File: src/rtl/aes_block_packer.sv
// aes_block_packer: packs 32-bit plaintext words into 128-bit AES blocks (first word in the MSBs).
// Optional macro AES_PACKER_BYTESWAP_EN byte-reverses each word before it is placed.
module aes_block_packer (
  input  logic         clk,
  input  logic         rst,
  input  logic         word_valid,
  output logic         word_ready,
  input  logic [31:0]  word_in,
  input  logic         word_last,
  output logic         data_valid,
  input  logic         data_ready,
  output logic [127:0] dataOut,
  output logic         block_partial,
  output logic [31:0]  block_count
);

  function automatic logic [31:0] fmt_word(input logic [31:0] w);
`ifdef AES_PACKER_BYTESWAP_EN
    return {w[7:0], w[15:8], w[23:16], w[31:24]};
`else
    return w;
`endif
  endfunction

  function automatic logic [127:0] place_word(input logic [127:0] blk,
                                              input logic [1:0]   slot,
                                              input logic [31:0]  w);
    logic [127:0] r;
    r = blk;
    case (slot)
      2'd0:    r[127:96] = w;
      2'd1:    r[95:64]  = w;
      2'd2:    r[63:32]  = w;
      default: r[31:0]   = w;
    endcase
    return r;
  endfunction

  logic [127:0] asm_q, asm_d;
  logic [1:0]   cnt_q, cnt_d;
  logic         pend_q, pend_d;
  logic         pend_part_q, pend_part_d;
  logic [127:0] out_q, out_d;
  logic         out_vld_q, out_vld_d;
  logic         out_part_q, out_part_d;
  logic [31:0]  count_q, count_d;

  logic         accept;
  logic         handoff;
  logic         out_free;
  logic         closing;
  logic         close_part;
  logic [127:0] asm_w;

  always_comb begin
    accept      = word_valid && !pend_q;
    handoff     = out_vld_q && data_ready;
    out_free    = !out_vld_q || handoff;
    asm_w       = place_word(asm_q, cnt_q, fmt_word(word_in));
    closing     = accept && (word_last || (cnt_q == 2'd3));
    close_part  = word_last && (cnt_q != 2'd3);

    asm_d       = asm_q;
    cnt_d       = cnt_q;
    pend_d      = pend_q;
    pend_part_d = pend_part_q;
    out_d       = out_q;
    out_vld_d   = out_vld_q && !handoff;
    out_part_d  = out_part_q;
    count_d     = handoff ? count_q + 32'd1 : count_q;

    // A pending block blocks new words; it moves to the output register on the hand-off edge.
    if (pend_q) begin
      if (handoff) begin
        out_d       = asm_q;
        out_vld_d   = 1'b1;
        out_part_d  = pend_part_q;
        pend_d      = 1'b0;
        pend_part_d = 1'b0;
        asm_d       = '0;
      end
    end else if (closing) begin
      cnt_d = 2'd0;
      if (out_free) begin
        out_d      = asm_w;
        out_vld_d  = 1'b1;
        out_part_d = close_part;
        asm_d      = '0;
      end else begin
        asm_d       = asm_w;
        pend_d      = 1'b1;
        pend_part_d = close_part;
      end
    end else if (accept) begin
      asm_d = asm_w;
      cnt_d = cnt_q + 2'd1;
    end
  end

  always_ff @(posedge clk) begin
    if (rst) begin
      asm_q       <= '0;
      cnt_q       <= 2'd0;
      pend_q      <= 1'b0;
      pend_part_q <= 1'b0;
      out_q       <= '0;
      out_vld_q   <= 1'b0;
      out_part_q  <= 1'b0;
      count_q     <= 32'd0;
    end else begin
      asm_q       <= asm_d;
      cnt_q       <= cnt_d;
      pend_q      <= pend_d;
      pend_part_q <= pend_part_d;
      out_q       <= out_d;
      out_vld_q   <= out_vld_d;
      out_part_q  <= out_part_d;
      count_q     <= count_d;
    end
  end

  assign word_ready    = !pend_q;
  assign data_valid    = out_vld_q;
  assign dataOut       = out_q;
  assign block_partial = out_part_q;
  assign block_count   = count_q;

endmodule

File: config.mk
export PLATFORM = sky130hd
export DESIGN_NAME = aes_block_packer
export DESIGN_NICKNAME = d
export VERILOG_FILES = /design/src/rtl/aes_block_packer.sv
export SDC_FILE = /design/constraint.sdc
export NUM_CORES = 1
export LEC_CHECK = 0
export BUFFER_PORTS_ARGS = -buffer_cell sky130_fd_sc_hd__buf_4
export CAP_MARGIN = 5
export CORE_MARGIN = 2
export CORE_UTILIZATION = 32
export CTS_CLUSTER_SIZE = 28
export DETAILED_ROUTE_END_ITERATION = 8
export PLACE_DENSITY = 0.54
export SKIP_LAST_GASP = 1
export SLEW_MARGIN = 20
export SYNTH_ARGS = -nofsm -noshare
export SYNTH_HDL_FRONTEND = slang
export SYNTH_SLANG_ARGS = --single-unit
export TNS_END_PERCENT = 1
File: constraint.sdc
create_clock -name clk -period 2.6 [get_ports clk]
set_input_delay 0.52 -clock clk [delete_from_list [all_inputs] [get_ports clk]]
set_output_delay 0.52 -clock clk [all_outputs]
set_load 0.01 [all_outputs]
# == Word level (Yosys, flattened, before mapping) ==
# Cells that the tools add are included.
# word_totals
output_inout_bits,163
ff_bits,294
inputBits,37
# classes
eq_ne,6
addsub,2
reduce_logical,20
n_bitwise,1
n_mux,31
# op_table
cell,count
$mux 128,9
$mux 32,4
$add 32x1->32 const B,1
$mux 1,16
$reduce_and 3->1,2
$reduce_bool 2->1,3
$logic_and 1x1->1,5
$eq 2x2->1 const B,2
$mux 2,2
$ne 2x2->1 const B,2
$reduce_and 2->1,2
$logic_not 1->1,3
$reduce_bool 3->1,1
$reduce_or 3->1,1
$add 2x1->2 const B,1
$eq 2x1->1 const B,1
$logic_not 2->1,1
$logic_or 1x1->1,2
$ne 2x1->1 const B,1
$not 1->1,1

# == Depth between registers and ports, before layout ==
# Gate-level depths: netlist of run 1.
# logic_depth
depth_word,6
ltp_mapped,8
ltp_nobuf,6

# == Worst setup path after synthesis of run 1 ==
# No wires, ideal clock.
# synth_path
path_type,in2reg
start,input port data_ready
end,"register out_q[117], in the netlist dataOut[117]"
setup_slack_ps,471
required_ps,2463
t_arrival_ps,1991
path_stages,7
cell_sequence,clkbuf_1 -> nand2b_1 -> clkbuf_1 -> and2_1 -> clkbuf_1 -> buf_1 -> a211oi_1
# synth_via
elab_chain_cells,4
elab_cells_between_ends,5
cone_classes,1 x eq/ne; 4 x reduce/logical
# synth_lines
item,line_no,source
from (decl),11,"input logic data_ready,"
$logic_and 1x1->1 (*),57,handoff = out_vld_q && data_ready;
$logic_or 1x1->1,58,out_free = !out_vld_q || handoff;
$reduce_bool 2->1 (no line),--,
$reduce_and 3->1 (no line) (*),--,
to (signal assigned),115,out_q <= out_d;
to (decl),43,"logic [127:0] out_q, out_d;"
# Mark *: on every way between the ends. The rest lies on a longest branch, timed or not.
# A chain may end at the register's enable or synchronous reset.

# == Final worst setup path of run 1 ==
# layout_path
start,register cnt_q[0]
end,register asm_q[70]
# layout_via
elab_chain_cells,5
elab_cells_between_ends,11
cone_classes,2 x eq/ne; 5 x mux; 4 x reduce/logical
# layout_lines
item,line_no,source
from (decl),40,"logic [1:0] cnt_q, cnt_d;"
from (signal assigned),112,cnt_q <= cnt_d;
$eq 2x1->1 / $eq 2x2->1 (equally long branches),"30, 60",
$mux 32 / $logic_or 1x1->1 (equally long branches),"30, 60",
$mux 128 (tied with other cells),94,end else if (accept) begin
$mux 128 / $reduce_bool 3->1 (equally long branches),--,
$mux 128 / $reduce_and 2->1 (equally long branches),--,
to (signal assigned),111,asm_q <= asm_d;
to (decl),39,"logic [127:0] asm_q, asm_d;"
# Parallel ways exist; a longest one is shown, timed or not. The select of a mux whose other input is x is not followed.

==> reports/results.ini, run 1 <==
[placed_design]
routabilityCongestion=0.7632
placed_cells=1757
io_buffer_count=199
place_area_um2=13920
dpl_worst_slack_ps=329.0
dp_hpwl_um=24300

[die]
num_rows=70
ios=200
initial_core_util_pct=32.37
die_x_um=196.2
die_area_um2=38500
core_area_um2=36520
die-height_um=196.2

[outcome]
status=finished clean

[cts]
ctsResizeCount=0
worstSkewPairLatency_ps=520
numCtsBuffers=35
clk_pin_slew_worst_paths_ps=60
clk_path_buf_depth=3
ctsHoldBuffers=0
cts-htree-levels=2
post-cts-setup-buffers=0
cts_tree=yes
cts_root_buf=clkbuf_16
clock_sinks=294

[sta]
worstMarginPinSlew_ps=794.4
timing.final.hold_violations=0
drv_slew=0
finalSetupViolCount=0
fin_ws_ps=354.7
skew_ps=11.28
fin_crit_sh_pct=86.36
finalSetupTns_ps=0
rsz0062_at_grt=false
hold_ws_ps=316.8
clock.fmax_mhz=445.4
post-route-min-period_ps=2245
relSlewSlack_pct=47.04

[detailed_routing]
wire_per_inst_um=20.87
post_drt_via_cell_ratio=5.444
post-route-drc-count=0
vias=9898
ant_nets=0
routed_wirelength_um=37950
drt_iter0_drc=509
firstDrtPassIters=5

[critical_path]
path_class=flop to flop
ff2ff_path_depth=5
cp-start-kind=flop
worstPathMaxFanout=31
critical_path_arrival_ps=2700
cp_cell_sequence=ha_1 > or2_2 > a211oi_1 > o21a_2 > a22o_1
cp_data_required_time_ps=3050
slowest_stage=o21a_2
max_stage_delay_ps=680
end_kind=flop

[flow_run]
maxCapViolations=0

[synth]
synth_nets=1217
async_flop_share_pct=0
yosys_warnings=0
ys_seq_area_share_pct=49.78
synth_top_cell_by_area=dfxtp_1
synth.top_cell.area_share_pct=49.78
synthFlopType=dfxtp_1
ys_ff_latch=294
syn_avg_cell_area_um2=10.09
synthCells=1172
synth_cell_types=39
synth-edff-count=0
netlist_area_um2=11820
synth_area_leaders=dfxtp_1 (50%), mux2i_1 (11%), a22o_1 (9.2%)

[layout]
drive_gt1_share_pct=22.54
layout_common_cells=dfxtp_1 (294), buf_4 (226), a21oi_1 (159)
fin_util_pct=41.04
nNetsFinal=1371
final_cells=1818
design_area_um2=14990
fillers=3572
area_growth_pct=26.78
final_common_cell=dfxtp_1

[global_route]
grt_overflow=0
grt_pass1_vias=9668
grt_max_degree=129
grt_first_pass_wirelength_um=58850
antenna_found_initial=1
grtUsageTotal_pct=19.34

[pwr]
p_seq_share_pct=44.8
clockPowerShare_pct=42.7
power_density_nw_per_um2=717.5
pwr-share-comb_pct=12.4
ir_worst_vdd_mv=0.3521
p_leak_nw=5.636
p_sw_share_pct=26.09
p_switching_mw=2.806
p_total_mw=10.76
p_int_mw=7.950

[min_path]
hold_path_class=input port to flop
hold_depth=2

[logic make-up (layout without fill, tap and decap cells)]
group	count (synthesis)	count (layout)	share of synthesized area, %
buffers and inverters	133	310	4.296
AND/OR/NAND/NOR	139	139	6.741
adder cells (fa/ha/maj)	8	8	0.8466
multiplexers	125	125	10.58
AO/OA/AOI/OAI	462	462	26.94
other	0	1	0
XOR/XNOR	11	11	0.8148
flip-flops	294	294	49.78
[sequential cells by signal (all words and copies together), names as in the netlist]
name / cells
pend_part_q: 1
pend_q: 1
data_valid: 1
cnt_q: 2
block_count: 32
asm_q: 128
dataOut: 128
block_partial: 1
[layer usage]
layer | track usage, % | wire length, um | vias to the layer above
met2 | 30.72 | 17360 | 250
met4 | 5.022 | 646 | 0
met5 | 0 | 0 | -
met3 | 3.662 | 1917 | 44
met1 | 26.95 | 18030 | 4851
li1 | - | - | 4753
[path summary, 6_finish.rpt]
path / from / to / slack, ps
setup / recovery: cnt_q[0] / asm_q[70] / 350
setup reg to reg: cnt_q[0] / asm_q[70] / 350
hold / removal: word_in[31] / asm_q[127] / 320
hold reg to reg: asm_q[127] / asm_q[127] / 470
[Yosys cell counts (3+ instances only)]
cell,count
dfxtp_1,294
a21oi_1,162
a211oi_1,133
mux2i_1,125
a22o_1,124
clkbuf_1,100
nor2b_1,34
buf_1,16
nand2_1,16
nor2_1,16
inv_1,15
o21ai_0,14
nand3_1,13
nand4_1,10
or4_1,10
o31ai_1,9
ha_1,8
or3_1,8
and2_1,7
nor3_1,7
xnor2_1,6
and4_1,5
o21a_1,5
xor2_1,5
nor4_1,4
a21boi_0,3
a31oi_1,3
and3_1,3
o211ai_1,3
o31a_1,3
[critical path: cells and delay by family, from the launching register on]
family,cells,cell delay (ps)
compound gates,3,1140
fa+ha+maj,1,280
flops,1,370
simple gates,1,370
[power by group through the flow]
stage	sequential (mW)	clock, mW	combinational, mW
2_1_floorplan	4.96	0	0.672
3_3_place_gp	4.92	0	1.35
3_5_place_dp	4.92	0	1.35
4_1_cts	4.82	4.72	1.36
5_1_grt	4.84	4.91	1.45
6_report	4.82	4.59	1.34
[cell type report]
type	count	area, um2	area share [%]
inverter	15	56.30	0.3756
antenna	1	2.502	0.01669
multi-input combinational	745	5528	36.88
sequential	294	5886	39.26
clock inverter	9	58.81	0.3923
tap	468	585.6	3.906
clock buffer	51	1006	6.711
timing repair buffer	235	1868	12.46
Note: power is estimated with default switching activity, not from simulation.
==> run 2: changes to the inputs <==
==> constraint.sdc (replaced) <==
create_clock -name clk -period 2.2 [get_ports clk]
set_input_delay 0.44 -clock clk [delete_from_list [all_inputs] [get_ports clk]]
set_output_delay 0.44 -clock clk [all_outputs]
set_load 0.02 [all_outputs]
==> run 2 against run 1 <==
Maximum frequency is 8.7% higher. Critical path depth stayed put. Core utilization is 0.97 points higher. Sequential power is 18% higher. Critical path type unchanged. Cell count is 1.5% higher. Power is 20% higher. Clock power is 19% higher. Register-to-register slack worse by 220 ps. Design area is 2.4% higher. Critical endpoint is now block_count[30]. Global-route usage is 0.26 points higher. Worst hold slack worse by 57 ps. Wire length is 1.2% higher.
==> reports/results.ini, run 2 (synthesis gave the netlist of run 1 again) <==
[global_route]
grt_max_degree=126
grt_overflow=0
grt_first_pass_wirelength_um=59780
grt_pass1_vias=9963
antenna_found_initial=0
grtUsageTotal_pct=19.60

[pwr]
power_density_nw_per_um2=842.1
p_leak_nw=5.813
ir_worst_vdd_mv=0.4763
p_total_mw=12.92

[cts]
numCtsBuffers=35
clk_pin_slew_worst_paths_ps=50
ctsHoldBuffers=0
cts-htree-levels=2
clock_sinks=294
cts_tree=yes
ctsResizeCount=0
worstSkewPairLatency_ps=520
cts_root_buf=clkbuf_16
clk_path_buf_depth=3
post-cts-setup-buffers=0

[placed_design]
placed_cells=1785
routabilityCongestion=0.7845
io_buffer_count=199
dp_hpwl_um=25220

[critical_path]
cp_data_required_time_ps=2630
cp-start-kind=flop
end_kind=flop
path_common_cell=or4_1
max_stage_delay_ps=580
path_delay_family=simple AND/OR/NAND/NOR gates
path_class=flop to flop
critical_path_arrival_ps=2490
slowest_stage=or4_1
cp_cell_sequence=nand3_1 > or4_1 > buf_12 > or4_1 > a21oi_1
worstPathMaxFanout=24
path_buf_inv=1

[layout]
diodes=0
fillers=3541
final_cells=1846
drive_gt1_share_pct=24.17
final_common_cell=dfxtp_1
multiInputGateArea_um2=5528
nNetsFinal=1399
final-seq-area_um2=5887
layout_common_cells=dfxtp_1 (293), buf_4 (243), a21oi_1 (159)
area_growth_pct=29.78

[die]
die_x_um=196.2
die-height_um=196.2
ios=200
initial_core_util_pct=32.37
die_area_um2=38500
core_area_um2=36520
num_rows=70

[detailed_routing]
firstDrtPassIters=5
drt_iter0_drc=605
routed_wirelength_um=38420
vias=10029
ant_nets=0
wire_per_inst_um=20.81
post_drt_via_cell_ratio=5.433
post-route-drc-count=0

[outcome]
status=finished clean

[sta]
timing.final.hold_violations=0
fin_crit_sh_pct=93.90
worstMarginPinSlew_ps=807.6
finalSetupViolCount=0
drv_slew=0
post-route-min-period_ps=2066
rsz0062_at_grt=false
finalSetupTns_ps=0
clock.fmax_mhz=484.1
relSlewSlack_pct=46.04
skew_ps=21.14

[min_path]
hold_path_class=input port to flop

[flow_run]
maxCapViolations=0

[run 2: layout make-up]
cell class / instances / share of cell area, %
timing repair buffer: 263 / 14.44
multi-input combinational: 745 / 36.02
inverter: 15 / 0.3669
tap: 468 / 3.816
clock inverter: 11 / 0.5137
sequential: 294 / 38.36
clock buffer: 50 / 6.474
[run 2: power by group]
group / leakage (nW) / internal (mW) / switching (mW)
clock: 0.523 / 3.16 / 2.28
combinational: 2.90 / 0.723 / 1.07
sequential: 2.39 / 5.56 / 0.140
[run 2: per-layer routing]
layer  track usage (%)  wire (um)
met4             4.321        544
met2             31.58      17790
met3             2.922       1764
met5                 0          0
met1             27.72      18330
[run 2: path summary, 6_finish.rpt]
check | start | end | slack, ps | cells after the start
min | word_in[31] | asm_q[95] | 260 | 3
max reg2reg | block_count[11] | block_count[30] | 130 | 5
max | block_count[11] | block_count[30] | 130 | 5
min reg2reg | asm_q[127] | asm_q[127] | 460 | 1
[run 2: per-stage QoR]
stage | hold slack [ps] | instance area [um2] | setup slack [ps] | utilization (%)
after floorplan | 441.2 | 11820 | 71.33 | -
after global placement | 450.1 | 14270 | 167.1 | 39.07
after detailed placement | 453.2 | 14270 | 104.5 | 39.07
after CTS | 235.2 | 15340 | 101.6 | 42.01
after global routing | 260.3 | 15340 | 19.65 | 42.01
final | 260.0 | 15340 | 134.1 | 42.01
[run 2: worst reg2reg max path, cell delays in order (launching register included)]
cell and delay, ps:
dfxtp_1 430, nand3_1 130, or4_1 580, buf_12 190, or4_1 500, a21oi_1 160
